### src/rtl/button_debouncer_if.sv
// button_debouncer_if: groups the per-button control and status signals.
//   clear         - synchronous abort into released state (driven by master)
//   btn_in        - raw asynchronous button, active-high (driven by master)
//   btn_level     - debounced button level (driven by slave)
//   press_pulse   - one-cycle strobe on accepted press / repeat (driven by slave)
//   release_pulse - one-cycle strobe on accepted release (driven by slave)
`timescale 1ns/1ps
interface button_debouncer_if;
  logic clear;
  logic btn_in;
  logic btn_level;
  logic press_pulse;
  logic release_pulse;

  // Consumer side: drives the button and abort, observes the strobes.
  modport master (
    output clear,
    output btn_in,
    input  btn_level,
    input  press_pulse,
    input  release_pulse
  );

  // Debouncer side.
  modport slave (
    input  clear,
    input  btn_in,
    output btn_level,
    output press_pulse,
    output release_pulse
  );
endinterface

### src/rtl/button_debouncer.sv
// button_debouncer: synchronizes one raw button, debounces it with a
// consecutive-sample counter and emits single-cycle press/release strobes.
// Optional auto-repeat of press_pulse while held: BUTTON_DEBOUNCER_REPEAT_EN.
// Ports:
//   clk   - single clock, rising edge
//   n_rst - asynchronous active-low reset
//   bus   - button_debouncer_if.slave (clear, btn_in in; btn_level,
//           press_pulse, release_pulse out, all registered)
`timescale 1ns/1ps
module button_debouncer #(
  parameter int unsigned SYNC_STAGES     = 2,
  parameter int unsigned DEBOUNCE_CYCLES = 16,
  parameter int unsigned HOLD_CYCLES     = 64,
  parameter int unsigned REPEAT_CYCLES   = 16
) (
  input  logic                clk,
  input  logic                n_rst,
  button_debouncer_if.slave   bus
);

  localparam int unsigned CNT_W = $clog2(DEBOUNCE_CYCLES) + 1;
  localparam logic [CNT_W-1:0] CNT_LAST = CNT_W'(DEBOUNCE_CYCLES - 1);
  localparam logic [CNT_W-1:0] CNT_ONE  = CNT_W'(1);
  localparam logic [CNT_W-1:0] CNT_MAX  = '1;

  // Elaboration-time parameter sanity.
  if (SYNC_STAGES < 2) begin : g_bad_sync
    $error("button_debouncer: SYNC_STAGES must be >= 2");
  end
  if (DEBOUNCE_CYCLES < 2) begin : g_bad_debounce
    $error("button_debouncer: DEBOUNCE_CYCLES must be >= 2");
  end

  typedef enum logic [1:0] {
    IDLE         = 2'd0,
    PRESS_WAIT   = 2'd1,
    PRESSED      = 2'd2,
    RELEASE_WAIT = 2'd3
  } state_e;

  state_e           state_q, state_nxt;
  logic [CNT_W-1:0] cnt_q, cnt_nxt;
  logic [CNT_W-1:0] cnt_inc_c;
  logic             level_q, level_nxt;
  logic             press_q, press_nxt;
  logic             release_q, release_nxt;

  logic [SYNC_STAGES-1:0] sync_q;
  logic                   btn_sync;

  // Synchronizer chain; deliberately untouched by clear.
  always_ff @(posedge clk or negedge n_rst) begin
    if (!n_rst) begin
      sync_q <= '0;
    end else begin
      sync_q <= {sync_q[SYNC_STAGES-2:0], bus.btn_in};
    end
  end

  assign btn_sync = sync_q[SYNC_STAGES-1];

  // Saturating increment of the debounce counter.
  assign cnt_inc_c = (cnt_q == CNT_MAX) ? cnt_q : cnt_q + CNT_ONE;

`ifdef BUTTON_DEBOUNCER_REPEAT_EN
  localparam int unsigned RPT_MAX = (HOLD_CYCLES > REPEAT_CYCLES) ? HOLD_CYCLES : REPEAT_CYCLES;
  localparam int unsigned RPT_W   = $clog2(RPT_MAX) + 1;

  logic [RPT_W-1:0] rpt_q, rpt_nxt;
  logic             rpt_armed_q, rpt_armed_nxt;  // set once the hold delay has elapsed
  logic [RPT_W-1:0] rpt_last_c;

  // Long hold interval before the first repeat, short period after.
  assign rpt_last_c = rpt_armed_q ? RPT_W'(REPEAT_CYCLES - 1) : RPT_W'(HOLD_CYCLES - 1);
`else
  logic unused_repeat_params;
  assign unused_repeat_params = ^{HOLD_CYCLES, REPEAT_CYCLES};
`endif

  // State and output registers.
  always_ff @(posedge clk or negedge n_rst) begin
    if (!n_rst) begin
      state_q   <= IDLE;
      cnt_q     <= '0;
      level_q   <= 1'b0;
      press_q   <= 1'b0;
      release_q <= 1'b0;
`ifdef BUTTON_DEBOUNCER_REPEAT_EN
      rpt_q       <= '0;
      rpt_armed_q <= 1'b0;
`endif
    end else begin
      state_q   <= state_nxt;
      cnt_q     <= cnt_nxt;
      level_q   <= level_nxt;
      press_q   <= press_nxt;
      release_q <= release_nxt;
`ifdef BUTTON_DEBOUNCER_REPEAT_EN
      rpt_q       <= rpt_nxt;
      rpt_armed_q <= rpt_armed_nxt;
`endif
    end
  end

  // Next-state and next-output logic.
  always_comb begin
    state_nxt   = state_q;
    cnt_nxt     = cnt_q;
    level_nxt   = level_q;
    press_nxt   = 1'b0;
    release_nxt = 1'b0;
`ifdef BUTTON_DEBOUNCER_REPEAT_EN
    rpt_nxt       = rpt_q;
    rpt_armed_nxt = rpt_armed_q;
`endif

    if (bus.clear) begin
      // Abort straight to released without a release strobe.
      state_nxt = IDLE;
      cnt_nxt   = '0;
      level_nxt = 1'b0;
`ifdef BUTTON_DEBOUNCER_REPEAT_EN
      rpt_nxt       = '0;
      rpt_armed_nxt = 1'b0;
`endif
    end else begin
      unique case (state_q)
        IDLE: begin
          level_nxt = 1'b0;
          if (btn_sync) begin
            state_nxt = PRESS_WAIT;
            cnt_nxt   = CNT_ONE;
          end else begin
            cnt_nxt = '0;
          end
        end

        PRESS_WAIT: begin
          if (!btn_sync) begin
            state_nxt = IDLE;
            cnt_nxt   = '0;
          end else if (cnt_q == CNT_LAST) begin
            state_nxt = PRESSED;
            cnt_nxt   = '0;
            level_nxt = 1'b1;
            press_nxt = 1'b1;
`ifdef BUTTON_DEBOUNCER_REPEAT_EN
            rpt_nxt       = '0;
            rpt_armed_nxt = 1'b0;
`endif
          end else begin
            cnt_nxt = cnt_inc_c;
          end
        end

        PRESSED: begin
          level_nxt = 1'b1;
          if (!btn_sync) begin
            state_nxt = RELEASE_WAIT;
            cnt_nxt   = CNT_ONE;
          end else begin
`ifdef BUTTON_DEBOUNCER_REPEAT_EN
            // Repeat timer only advances while settled in PRESSED.
            if (rpt_q == rpt_last_c) begin
              press_nxt     = 1'b1;
              rpt_nxt       = '0;
              rpt_armed_nxt = 1'b1;
            end else begin
              rpt_nxt = rpt_q + RPT_W'(1);
            end
`endif
          end
        end

        RELEASE_WAIT: begin
          if (btn_sync) begin
            state_nxt = PRESSED;
            cnt_nxt   = '0;
          end else if (cnt_q == CNT_LAST) begin
            state_nxt   = IDLE;
            cnt_nxt     = '0;
            level_nxt   = 1'b0;
            release_nxt = 1'b1;
`ifdef BUTTON_DEBOUNCER_REPEAT_EN
            rpt_nxt       = '0;
            rpt_armed_nxt = 1'b0;
`endif
          end else begin
            cnt_nxt = cnt_inc_c;
          end
        end

        default: begin
          state_nxt = IDLE;
          cnt_nxt   = '0;
          level_nxt = 1'b0;
        end
      endcase
    end
  end

  assign bus.btn_level     = level_q;
  assign bus.press_pulse   = press_q;
  assign bus.release_pulse = release_q;

endmodule

### src/flat_wrapper.sv
// flat-port wrapper written by rule: the top's interface ports become plain ports
module button_debouncer_flat 
#(
  parameter int unsigned SYNC_STAGES     = 2,
  parameter int unsigned DEBOUNCE_CYCLES = 16,
  parameter int unsigned HOLD_CYCLES     = 64,
  parameter int unsigned REPEAT_CYCLES   = 16
)
  (clk, n_rst, bus_clear, bus_btn_in, bus_btn_level, bus_press_pulse, bus_release_pulse);
  button_debouncer_if bus_i ();
  input  logic clk;
  input  logic n_rst;
  input wire logic [$bits(bus_i.clear)-1:0] bus_clear;
  input wire logic [$bits(bus_i.btn_in)-1:0] bus_btn_in;
  output wire logic [$bits(bus_i.btn_level)-1:0] bus_btn_level;
  output wire logic [$bits(bus_i.press_pulse)-1:0] bus_press_pulse;
  output wire logic [$bits(bus_i.release_pulse)-1:0] bus_release_pulse;
  assign bus_i.clear = bus_clear;
  assign bus_i.btn_in = bus_btn_in;
  assign bus_btn_level = bus_i.btn_level;
  assign bus_press_pulse = bus_i.press_pulse;
  assign bus_release_pulse = bus_i.release_pulse;
  button_debouncer #(.SYNC_STAGES(SYNC_STAGES), .DEBOUNCE_CYCLES(DEBOUNCE_CYCLES), .HOLD_CYCLES(HOLD_CYCLES), .REPEAT_CYCLES(REPEAT_CYCLES)) u_core (.clk(clk), .n_rst(n_rst), .bus(bus_i));
endmodule
### config.mk
export PLATFORM = sky130hd
export DESIGN_NAME = button_debouncer_flat
export DESIGN_NICKNAME = d
export VERILOG_FILES = /design/src/rtl/button_debouncer_if.sv /design/src/rtl/button_debouncer.sv /design/src/flat_wrapper.sv
export SDC_FILE = /design/constraint.sdc
export NUM_CORES = 1
export LEC_CHECK = 0
export CORE_MARGIN = 4
export CORE_UTILIZATION = 50
export CTS_CLUSTER_SIZE = 28
export DETAILED_ROUTE_END_ITERATION = 12
export HOLD_SLACK_MARGIN = 0.02
export PLACE_DENSITY = 0.77
export SYNTH_ARGS = -nofsm -noshare
export SYNTH_HDL_FRONTEND = slang
export SYNTH_SLANG_ARGS = --single-unit
### constraint.sdc
create_clock -name clk -period 1.94 [get_ports clk]
set_clock_uncertainty 0.05 [all_clocks]
set_input_delay 0.582 -clock clk [delete_from_list [all_inputs] [get_ports clk]]
set_output_delay 0.582 -clock clk [all_outputs]
set_load 0.005 [all_outputs]
After elaboration in Yosys (flattened, before gate mapping)
Index checks and enable logic that the tools add are counted.

Eq/ne operators: 13. Add/sub/neg operators: 1. Reduce and logical (&&, ||, !) cells: 3. Mux-type cells: 29.

Operators with widths (count): 5-bit 2-to-1 mux (6); 5-bit one-hot mux with 4 select lines (1); 2-bit 2-to-1 mux (7); 1-bit 2-to-1 mux (13); 3-bit by 2-bit inequality test with 1-bit output (second input constant) (4); 2-bit one-hot mux with 4 select lines (1); 4-bit AND reduction (2); 3-bit inequality test (second input constant) (2); 5-bit by 1-bit adder with 5-bit output (second input constant) (1); 5-bit by 4-bit equality test with 1-bit output (second input constant) (1); 5-bit equality test (second input constant) (1); 2-bit equality test (second input constant) (2); 4-bit by 2-bit inequality test with 1-bit output (second input constant) (1); 4-bit inequality test (second input constant) (1); 1-bit one-hot mux with 4 select lines (1); 2-bit by 1-bit equality test with 1-bit output (second input constant) (1); 2-bit zero test (1).

Output and inout port bits: 3. Logic and storage cells: 52. Input bits: 4. Bits in registers: 12.

Logic depth before layout (Yosys ltp)
Gate-level depths: netlist of run 1.

Depth after elaboration: 6. Depth in mapped cells: 5. Depth with buffers taken out: 5.

Worst setup path before layout of run 1
OpenSTA, ideal clock, no wires.

Kind: register to register. Start: register u_core.state_q[1]. End: register u_core.state_q[0]. Data arrival time: 1425 ps. Cell stages (with the launch flop): 6. Slack: 325 ps. Setup time: 140 ps. Period minus slack after synthesis: 1615 ps. Data required time: 1750 ps. Path through: dfrtp_1 inv_1 ha_1 mux2_2 a2111oi_0 a211oi_1.

Longest elaborated chain between the ends: 3. Elaborated cells between the ends (all ways): 11. Those cells by class: 7 x eq/ne; 2 x mux; 2 x reduce/logical.

Ends and longest elaborated chain: from (decl) (RTL line button_debouncer.sv:41) `state_e state_q, state_nxt;`; from (signal assigned) (RTL line button_debouncer.sv:93) `state_q <= state_nxt;`; 2-bit equality test (tied with other cells) (RTL line button_debouncer.sv:127) `unique case (state_q)`; 4-bit by 2-bit inequality test with 1-bit output (no line) (tied with other cells); 4-bit AND reduction (no line) / 2-bit 2-to-1 mux (equally long branches).

Parallel ways exist; a longest one is shown, timed or not. A chain may end at the register's enable or synchronous reset.

Worst setup path in the final report of run 1
Start: register u_core.level_q, in the netlist u_core.bus.btn_level. End: output bus_btn_level.

RTL lines: from (decl) (RTL line button_debouncer.sv:44) `logic level_q, level_nxt;`; from (signal assigned) (RTL line button_debouncer.sv:95) `level_q <= level_nxt;`; to (decl) (RTL line flat_wrapper.sv:15) `output wire logic [$bits(bus_i.btn_level)-1:0] bus_btn_level;`.

No word-level cell between the ends.

==> impl_results.md, run 1 <==
- Post-Synthesis Net Count: 77
- Crit path to: bus_btn_level
- Finish-stage setup viols: 0
- Final critical-path share of the clock period: 0.927
- Net count reported at finish: 88
- Distinct cell type count of the synthesized netlist: 35
- Relative slew slack: 0.640
- Area of all placed cells without fillers: 850 um2
- Pre-CTS setup slack: 19.7 ps
- Relative area change from synthesis to final layout: 13.9%
- Post-synthesis simple-gate area fraction: 0.186
- Placeable core region: around 1400 um2
- Crit path max fanout: 4
- Most frequent cells in the layout: 12 x sky130_fd_sc_hd__dfrtp_1, 6 x sky130_fd_sc_hd__ha_1, 6 x sky130_fd_sc_hd__clkdlybuf4s50_1, 4 x sky130_fd_sc_hd__a211oi_1
- Total of fill cells in the finished design: about 110
- Multi-input gate area in the final layout: around 420 um2
- Fraction of registers with async set or reset after synthesis: 1.00
- Cell leakage power: approximately 0.00039 uW
- Final count of hold timing violations: 0
- Post-placement cell area: 827 um2
- Most common cell after layout, fill and taps aside: sky130_fd_sc_hd__dfrtp_1
- Count of synthesis-stage warnings from yosys: 0
- Overflow left after global routing: 0
- Instance count after placement with tap cells included: 88
- Final weighted congestion of routability-driven global placement: 0.849
- Final core utilization: 0.629
- Clock period minus final worst setup slack: roughly 1800 ps
- Capturing element type of the critical path: primary output
- Measured slew at the worst slew-check pin: about 540 ps
- Number of global-route vias before repair: ~540
- Number of flip-flops and latches in the synthesized netlist: 12
- Count of cells along the worst register-to-register path: 5
- Pre-antenna DRT Iters: 4
- Critical path's top delay family: buffers and inverters
- Adder and majority cell fraction of the synthesized area: 0.101
- Resized cells post-CTS: 0
- Reg2Reg Capture Point: u_core.state_q[0]$_DFFE_PN0P_
- Via-to-Cell Ratio: around 6.3
- Die extent in x: 46.6 um
- GRT met1 Usage: 0.221
- Class of the tightest hold or removal check: flip-flop to flip-flop
- Combinational family with the most area after synthesis: compound AO/OA/AOI/OAI gates
- Combined buffer and inverter count along the critical path: 1
- Max Fclk: roughly 560 MHz
- Crit start category: flip-flop
- Hold buffer count at cts: 0
- Setup repair after global routing missed its margin: no
- Cell area after synthesis: between 700 and 800 um2
- Req. time, crit path: 1310 ps
- Total die area: between 2000 and 2500 um2
- Initial Util: 0.552
- Number of maximum-capacitance constraint violations: 0
- Layout cell share with drive strength beyond 1: 0.158
- Main flop type after synthesis: sky130_fd_sc_hd__dfrtp_1
- CP Launch Point: u_core.bus.btn_level$_DFFE_PN0P_
- Final routed DRC violation total: 0
- Mux contribution to synthesized area: 0.0570
- Ports: 7
- Clock transition time at the flip-flop clock pins of the worst setup and hold paths: 70 ps
- Count of cell instances traversed by the critical path: 1
- CP peak stage delay: ~510 ps
- Critical path arrival: between 1000 and 1500 ps
- Reg2reg start: u_core.state_q[1]$_DFFE_PN0P_
- Fraction of the mapped netlist area in compound gates: 0.221
- Reg area: approximately 300 um2
- Placement row count: 13
- Number of max-slew violations in the final report: 0
- Largest voltage drop on the vdd net: 0.000520 V
- Setup bufs post-CTS: 0
- Gate count of the mapped netlist: 67
- Final instance count without filler cells: 91
- Critical-path top delay cell: sky130_fd_sc_hd__clkdlybuf4s50_1
- GRT Overall Usage: 0.161
- Number of buffers added by the clock tree synthesis step: 3
- Fraction of synthesized cell area in xor and xnor cells: 0
- Cells along the critical path: clkdlybuf4s50_1
- Maximum number of pins on one net before global-route repair: 13
- Routed vias: approximately 580
- Pwr per Cell Area: about 850 nW/um2
- Num Clock Sinks: 12
- Detailed-placement wirelength estimate: approximately 1.0 mm
- Sequential fraction of the synthesis area: 0.403
- Routed wire length: 1.39 mm
- Antenna-violating nets left: 0
- Wire length of the first global-routing pass: around 2.4 mm
- Synthesized area per cell: about 11 um2
- Worst skew pair latency: around 280 ps
- First DRT Iteration DRCs: 8
- Met3 layer usage reported by global route: 0.0234
- Post-route setup slack: roughly 140 ps
- Number of synthesized flops with an enable pin: 0
- WL per Instance: ~15 um
- Worst hold-check slack: 306 ps
- Critical path class: flip-flop to primary output
- Clock tree from TritonCTS: done
- Met2 usage in global routing: 0.225
- Deepest level of the CTS H-tree: 1
- Antenna violations before repair: 0
- Result of the run: completed
- Antenna diode instance count: 0
- Maximum buffer depth of the clock tree: 2
- Vertical die dimension: between 40 and 50 um
- Worst reg2reg setup slack: approximately 180 ps
- Port-buffer cells: 6
- Root buffer cell: sky130_fd_sc_hd__clkbuf_4
- Most crowded layer after global routing: met2
-- how the worst min path moves through the flow --
| stage | from | end | slack, ps | depth (start not counted) |
|---|---|---|---|---|
| after floorplan | n_rst | u_core.bus.btn_level$_DFFE_PN0P_ | 240 | 0 |
| after global placement | u_core.sync_q[0]$_DFF_PN0_ | u_core.sync_q[1]$_DFF_PN0_ | 290 | 0 |
| after detailed placement | u_core.sync_q[0]$_DFF_PN0_ | u_core.sync_q[1]$_DFF_PN0_ | 290 | 0 |
| after global routing | u_core.sync_q[0]$_DFF_PN0_ | u_core.sync_q[1]$_DFF_PN0_ | 320 | 0 |
| after CTS | u_core.sync_q[0]$_DFF_PN0_ | u_core.sync_q[1]$_DFF_PN0_ | 310 | 0 |
| final | u_core.sync_q[0]$_DFF_PN0_ | u_core.sync_q[1]$_DFF_PN0_ | 310 | 0 |
-- per-layer routing --
| metal | share of wire | vias to the layer above |
|---|---|---|
| met3 | 0.051 | 5 |
| met5 | 0 | - |
| met2 | 0.42 | 14 |
| li1 | - | 286 |
| met1 | 0.50 | 271 |
| met4 | 0.029 | 0 |
-- flip-flops by register name (all words and copies together), names as in the netlist --
| register | count |
|---|---|
| u_core.bus.btn_level | 1 |
| u_core.bus.press_pulse | 1 |
| u_core.bus.release_pulse | 1 |
| u_core.cnt_q | 5 |
| u_core.state_q | 2 |
| u_core.sync_q | 2 |
-- power breakdown --
group	switching (uW)	internal (uW)	total [uW]
clock network	85.7	72.1	158
registers	28.3	277	306
logic	127	130	257
total	241	479	720
-- synth_stat cells, types with 2 or more instances --
library cell,count,share of area
sky130_fd_sc_hd__a211oi_1,4,0.040
sky130_fd_sc_hd__a21oi_1,3,0.020
sky130_fd_sc_hd__a311oi_1,2,0.023
sky130_fd_sc_hd__a31oi_1,2,0.017
sky130_fd_sc_hd__dfrtp_1,12,0.40
sky130_fd_sc_hd__ha_1,6,0.10
sky130_fd_sc_hd__inv_1,3,0.015
sky130_fd_sc_hd__mux2_2,2,0.030
sky130_fd_sc_hd__mux2i_1,2,0.027
sky130_fd_sc_hd__nand2b_1,3,0.025
sky130_fd_sc_hd__nor2_1,2,0.010
sky130_fd_sc_hd__nor3_1,2,0.013
sky130_fd_sc_hd__o31ai_1,2,0.020
-- layout make-up --
type | count | share of cell area
repair buffers | 8 | 0.0884
multi-input cells | 50 | 0.496
flip-flops and latches | 12 | 0.353
well taps | 15 | 0.0221
clock buffers | 3 | 0.0265
inverters | 3 | 0.0133
-- through the flow --
step	power (uW)	setup TNS (ps)
6_report	720	0
3_5_place_dp	566	0
2_1_floorplan	495	0
3_3_place_gp	558	-7.60
4_1_cts	722	0
5_1_grt	770	0
-- cells by family after synthesis --
kind of cell / after synthesis
compound gates: 21
simple gates: 19
flops: 12
fa+ha+maj: 6
buf+inv: 5
mux: 4
(Power assumes the default switching activity.)
==> inputs of run 2 (changes only) <==
ABC_AREA = 1   (was unset)
CELL_PAD_IN_SITES_DETAIL_PLACEMENT = 1   (was unset)
CELL_PAD_IN_SITES_GLOBAL_PLACEMENT = 1   (was unset)
CORE_ASPECT_RATIO = 1.2   (was unset)
CORE_UTILIZATION = 39   (was 50)
PLACE_DENSITY = 0.81   (was 0.77)
==> run 2 against run 1 <==
Net effect:
- sequential cell count unchanged
- die area rose by 24%
- setup slack better by 45 ps
- count of clock-buffer cells in the layout grew 1
- core utilization fell by 15 points
- sequential power increased by 10%
- routed wire length up 24%
- fmax up 2.6%
- critical path type unchanged
- critical path depth did not move
- via count increased by 17%
- synthesized cell count rose by 51%
==> impl_results.md, run 2 <==
- Internal portion of total power: approximately 530 uW
- Antenna-violating nets left: 0
- Detailed-placement wirelength estimate: 1.36 mm
- Maximum buffer depth of the clock tree: 2
- Largest register FFs: 5
- Worst reg2reg setup slack: ~400 ps
- Number of flip-flops and latches in the synthesized netlist: 12
- Overflow left after global routing: 0
- Net switching power: 317 uW
- Deepest level of the CTS H-tree: 1
- Fraction of registers with async set or reset after synthesis: 1.00
- Setup Total Neg Slack: 0 ps
- Ports: 7
- Main flop type after synthesis: sky130_fd_sc_hd__dfrtp_1
- Root buffer cell: sky130_fd_sc_hd__clkbuf_4
- Crit path to: bus_btn_level
- Share of the synthesized area in the top cell type: 0.400
- Regs by FF count: u_core.cnt_q x5, u_core.state_q x2, u_core.sync_q x2
- Clock transition time at the flip-flop clock pins of the worst setup and hold paths: around 80 ps
- Vertical die dimension: between 50 and 60 um
- Most frequent cells in the layout: 32 x sky130_fd_sc_hd__nand2_1, 13 x sky130_fd_sc_hd__inv_1, 12 x sky130_fd_sc_hd__dfrtp_1, 8 x sky130_fd_sc_hd__nand3_1, 8 x sky130_fd_sc_hd__nor2_1
- Number of max-slew violations in the final report: 0
- Setup repair after global routing missed its margin: no
- Pre-antenna DRT Iters: 4
- Reg2Reg Capture Point: u_core.bus.btn_level$_DFFE_PN0P_
- Crit start category: flip-flop
- Port-buffer cells: 6
- First DRT Iteration DRCs: 8
- Result of the run: completed
- Number of buffers added by the clock tree synthesis step: 3
- Sequential fraction of the synthesis area: 0.400
- Final count of hold timing violations: 0
- Gate count of the mapped netlist: about 100
- Maximum number of pins on one net before global-route repair: 13
- Relative area change from synthesis to final layout: 18.0%
- Cell area after synthesis: approximately 750 um2
- Area of all placed cells without fillers: a little under 900 um2
- Post-Synthesis Net Count: roughly 110
- Placeable core region: 1830 um2
- Proportion of power drawn by the clock network: 0.240
- Max Fclk: 570 MHz
- Routed wire length: 1.73 mm
- Antenna diode instance count: 0
- Antenna violations before repair: 0
- Die extent in x: just under 50 um
- Total die area: between 2000 and 3000 um2
- Final critical-path share of the clock period: 0.904
- Measured slew at the worst slew-check pin: 284 ps
- Largest voltage drop on the vdd net: about 0.00056 V
- CP Launch Point: u_core.bus.btn_level$_DFFE_PN0P_
- Switching share of power: 0.374
- Critical path class: flip-flop to primary output
- Most flop-heavy register: u_core.cnt_q
- Distinct cell type count of the synthesized netlist: 19
- Reg2reg start: u_core.cnt_q[0]$_DFFE_PN0P_
- Number of maximum-capacitance constraint violations: 0
- Synthesized area per cell: approximately 7.4 um2
- Cells along the critical path: clkdlybuf4s50_1
- Proportion of power drawn by flip-flops and latches: 0.399
- Finish-stage setup viols: 0
- CP peak stage delay: 500 ps
- Pwr per Cell Area: ~960 nW/um2
- Capturing element type of the critical path: primary output
- Count of cells along the worst register-to-register path: 8
- Number of synthesized flops with an enable pin: 0
- Logic gate share of total power: 0.362
- Resized cells post-CTS: 0
- Most common cell after layout, fill and taps aside: sky130_fd_sc_hd__nand2_1
- Count of synthesis-stage warnings from yosys: 0
- Relative slew slack: 0.811
- Critical path's top delay family: buffers and inverters
- Final routed DRC violation total: 0
- Num Clock Sinks: 12
- Cell leakage power: approximately 0.00045 uW
- Top area cells in the synthesized netlist: sky130_fd_sc_hd__dfrtp_1 40%, sky130_fd_sc_hd__nand2_1 16%, sky130_fd_sc_hd__ha_1 10%
- Clock period minus final worst setup slack: approximately 1800 ps
- Placement row count: 17
- Req. time, crit path: ~1300 ps
- Critical path arrival: ~1100 ps
- Net count reported at finish: approximately 120
- Combined buffer and inverter count along the critical path: 1
- Number of global-route vias before repair: about 720
- Routed vias: 674
- Wire length of the first global-routing pass: 3.03 mm
- WL per Instance: approximately 13 um
- Hold buffer count at cts: 0
- Most frequent cell after synthesis: sky130_fd_sc_hd__nand2_1
- Critical-path top delay cell: sky130_fd_sc_hd__clkdlybuf4s50_1
- Worst skew pair latency: about 280 ps
- Class of the tightest hold or removal check: flip-flop to flip-flop
- Post-placement cell area: 850 um2
- GRT Overall Usage: 0.153
- Layout cell share with drive strength beyond 1: 0.133
- Via-to-Cell Ratio: about 5.1
- Clock tree from TritonCTS: done
- Count of cell instances traversed by the critical path: 1
- Initial Util: 0.410
- Setup bufs post-CTS: 0
- Leading cell types by count after synthesis: 32 x sky130_fd_sc_hd__nand2_1, 13 x sky130_fd_sc_hd__inv_1, 12 x sky130_fd_sc_hd__dfrtp_1, 8 x sky130_fd_sc_hd__nand3_1, 8 x sky130_fd_sc_hd__nor2_1
- Total of fill cells in the finished design: ~240
- Final weighted congestion of routability-driven global placement: just over 0.8
- Crit path max fanout: 2
- Cell accounting for the most synthesized area: sky130_fd_sc_hd__dfrtp_1
-- run 2: cell types whose count changed in the layout (fill, tap and decap cells not counted), moves of 6 or more --
cell,change
sky130_fd_sc_hd__nand2_1,+31
sky130_fd_sc_hd__nand3_1,+8
sky130_fd_sc_hd__inv_1,+10
sky130_fd_sc_hd__nor2_1,+6
-- run 2: power groups by stage --
stage | Combinational [uW] | Clock [uW] | Sequential (uW)
final | 307 | 203 | 338
after global routing | 369 | 219 | 347
after floorplan | 216 | 0 | 331
after detailed placement | 306 | 0 | 343
after global placement | 296 | 0 | 340
after CTS | 313 | 206 | 339
-- run 2: kinds of logic after synthesis --
group,Yosys count,synth area share
buffers and inverters,14,0.0700
DFF,12,0.400
and+or+nand+nor,59,0.355
adders and majority gates,6,0.100
AOI/OAI and AO/OA,10,0.0750
-- run 2: worst min path at each step --
stage	depth (start not counted)	slack, ps	startpoint	endpoint
after global routing	0	320	u_core.sync_q[0]$_DFF_PN0_	u_core.sync_q[1]$_DFF_PN0_
final	0	310	u_core.sync_q[0]$_DFF_PN0_	u_core.sync_q[1]$_DFF_PN0_
after detailed placement	0	290	u_core.sync_q[0]$_DFF_PN0_	u_core.sync_q[1]$_DFF_PN0_
after CTS	0	310	u_core.sync_q[0]$_DFF_PN0_	u_core.sync_q[1]$_DFF_PN0_
after floorplan	0	240	n_rst	u_core.bus.btn_level$_DFFE_PN0P_
after global placement	0	290	u_core.sync_q[0]$_DFF_PN0_	u_core.sync_q[1]$_DFF_PN0_
-- run 2: per-layer routing --
metal / track usage / vias up / share of wire
met2: 0.263 / 4 / 0.54
met5: 0 / - / 0
met4: 0.0577 / 0 / 0.021
met1: 0.174 / 324 / 0.43
met3: 0.0291 / 5 / 0.013
li1: - / 341 / -
-- run 2: final cells by class --
class | instances | area, um2 | share of cell area
Clock buffer | 4 | 36.3 | 0.0410
Inverter | 14 | 52.6 | 0.0593
Multi-Input combinational cell | 75 | 398 | 0.449
Sequential cell | 12 | 300 | 0.339
Tap cell | 19 | 23.8 | 0.0268
Timing Repair Buffer | 8 | 75.1 | 0.0847
-- run 2: stage by stage --
step,power [uW],setup WS [ps],cells,util,hold slack (ps)
floorplan,548,649,101,-,236
global placement,637,172,128,0.464,287
detailed placement,649,82.9,128,0.464,292
CTS,858,184,132,0.484,311
global route,935,137,132,0.484,322
finish,848,186,132,0.484,308
==> inputs of run 3 (changes only) <==
MAX_ROUTING_LAYER = met4   (was unset)
==> run 3 against run 2 <==
Net effect:
- fmax barely moved
- power rose by 0.11%
- routed wire length rose by 0.69%
- combinational power barely moved
- first-iteration DRC count did not move
- critical path depth did not move
- clock power barely moved
- register-to-register slack barely moved
- critical endpoint unchanged
==> impl_results.md, run 3 (synthesis results as in run 2) <==
- Result of the run: completed
- Net count reported at finish: ~120
- Pwr per Cell Area: between 900 and 1000 nW/um2
- Largest voltage drop on the vdd net: approximately 0.00056 V
- Max Fclk: roughly 570 MHz
- Hold buffer count at cts: 0
- Final weighted congestion of routability-driven global placement: just over 0.8
- WL per Instance: 13.2 um
- Cells along the critical path: clkdlybuf4s50_1
- Setup repair after global routing missed its margin: no
- Antenna diode instance count: 0
- Placeable core region: ~1800 um2
- Number of buffers added by the clock tree synthesis step: 3
- Pre-antenna DRT Iters: 4
- Maximum buffer depth of the clock tree: 2
- Crit start category: flip-flop
- Number of maximum-capacitance constraint violations: 0
- Critical path arrival: 1120 ps
- Critical path's top delay family: buffers and inverters
- Final instance count without filler cells: about 130
- Cell leakage power: between 0.0004 and 0.0005 uW
- Resized cells post-CTS: 0
- Layout cell share with drive strength beyond 1: 0.133
- Detailed-placement wirelength estimate: about 1.4 mm
- Post-route setup slack: 186 ps
- Internal portion of total power: ~530 uW
- Switching share of power: 0.375
- Routed vias: between 600 and 700
- Port-buffer cells: 6
- Antenna-violating nets left: 0
- Root buffer cell: sky130_fd_sc_hd__clkbuf_4
- Clock transition time at the flip-flop clock pins of the worst setup and hold paths: approximately 80 ps
- Most frequent cells in the layout: 32 x sky130_fd_sc_hd__nand2_1, 13 x sky130_fd_sc_hd__inv_1, 12 x sky130_fd_sc_hd__dfrtp_1, 8 x sky130_fd_sc_hd__nand3_1, 8 x sky130_fd_sc_hd__nor2_1
- Routed wire length: around 1.7 mm
- CP peak stage delay: roughly 500 ps
- Pre-CTS setup slack: 82.9 ps
- Class of the tightest hold or removal check: flip-flop to flip-flop
- Deepest level of the CTS H-tree: 1
- Most flop-heavy register: u_core.cnt_q
- Clock tree from TritonCTS: done
- Maximum number of pins on one net before global-route repair: 13
- Clock period minus final worst setup slack: between 1500 and 2000 ps
- Overflow left after global routing: 0
- Final count of hold timing violations: 0
- Worst reg2reg setup slack: approximately 400 ps
- Relative slew slack: 0.811
- Critical path class: flip-flop to primary output
- Combined buffer and inverter count along the critical path: 1
- First DRT Iteration DRCs: 8
- GRT Overall Usage: 0.157
- Final critical-path share of the clock period: 0.904
- Most common cell after layout, fill and taps aside: sky130_fd_sc_hd__nand2_1
- Number of global-route vias before repair: 721
- Number of max-slew violations in the final report: 0
- Crit path max fanout: 2
- Die extent in x: 48.1 um
- Instance count after placement with tap cells included: 128
- Proportion of power drawn by the clock network: 0.240
- Ports: 7
- Setup Total Neg Slack: 0 ps
- Req. time, crit path: around 1300 ps
- Via-to-Cell Ratio: around 5.1
- Antenna violations before repair: 0
- Largest register FFs: 5
- Initial Util: 0.410
- Placement row count: 17
- Critical-path top delay cell: sky130_fd_sc_hd__clkdlybuf4s50_1
- Worst skew pair latency: around 280 ps
- Regs by FF count: u_core.cnt_q x5, u_core.state_q x2, u_core.sync_q x2
- Measured slew at the worst slew-check pin: roughly 280 ps
- Vertical die dimension: around 56 um
- Num Clock Sinks: 12
- Capturing element type of the critical path: primary output
- Setup bufs post-CTS: 0
- Total die area: 2690 um2
- Wire length of the first global-routing pass: 3.05 mm
- Finish-stage setup viols: 0
- Final routed DRC violation total: 0
- Relative area change from synthesis to final layout: 18.0%
- Proportion of power drawn by flip-flops and latches: 0.398
- Logic gate share of total power: 0.362
- Net switching power: approximately 320 uW
==> run 3: area by class of cell <==
class / instances / area (um2)
flip-flops and latches: 12 / 300
fillers: 243 / 943
inverters: 14 / 52.6
repair buffers: 8 / 75.1
multi-input cells: 75 / 398
clock buffers: 4 / 36.3
well taps: 19 / 23.8
==> run 3: worst paths after layout <==
| path | from | end | cells past startpoint |
|---|---|---|---|
| setup / recovery | u_core.bus.btn_level$_DFFE_PN0P_ | bus_btn_level | 1 |
| hold / removal | u_core.sync_q[0]$_DFF_PN0_ | u_core.sync_q[1]$_DFF_PN0_ | 0 |
| max in group asynchronous | n_rst | u_core.state_q[1]$_DFFE_PN0P_ | 2 |
| min in group asynchronous | n_rst | u_core.bus.release_pulse$_DFF_PN0_ | 2 |
| setup reg to reg | u_core.cnt_q[0]$_DFFE_PN0P_ | u_core.bus.btn_level$_DFFE_PN0P_ | 8 |
| hold reg to reg | u_core.sync_q[0]$_DFF_PN0_ | u_core.sync_q[1]$_DFF_PN0_ | 0 |
==> run 3: power groups by stage <==
stage	Sequential [uW]	Combinational, uW	Clock, uW
floorplan	331	216	0
global placement	340	296	0
detailed placement	343	306	0
CTS	339	313	206
global route	347	369	219
finish	338	307	203
==> run 3: per-layer routing <==
metal / share of wire / up-vias / global-route usage
met1: 0.43 / 327 / 0.178
met5: 0 / - / -
met3: 0.014 / 5 / 0.0291
met4: 0.021 / 0 / 0.0577
li1: - / 341 / -
met2: 0.54 / 4 / 0.261
==> run 3: stage by stage <==
stage                     total power, uW  instance area (um2)  utilization  hold WS, ps
after detailed placement              649                  850        0.464          292
after CTS                             858                  886        0.484          311
final                                 849                  886        0.484          308
after floorplan                       548                  751            -          236
after global routing                  936                  886        0.484          322
after global placement                637                  850        0.464          287
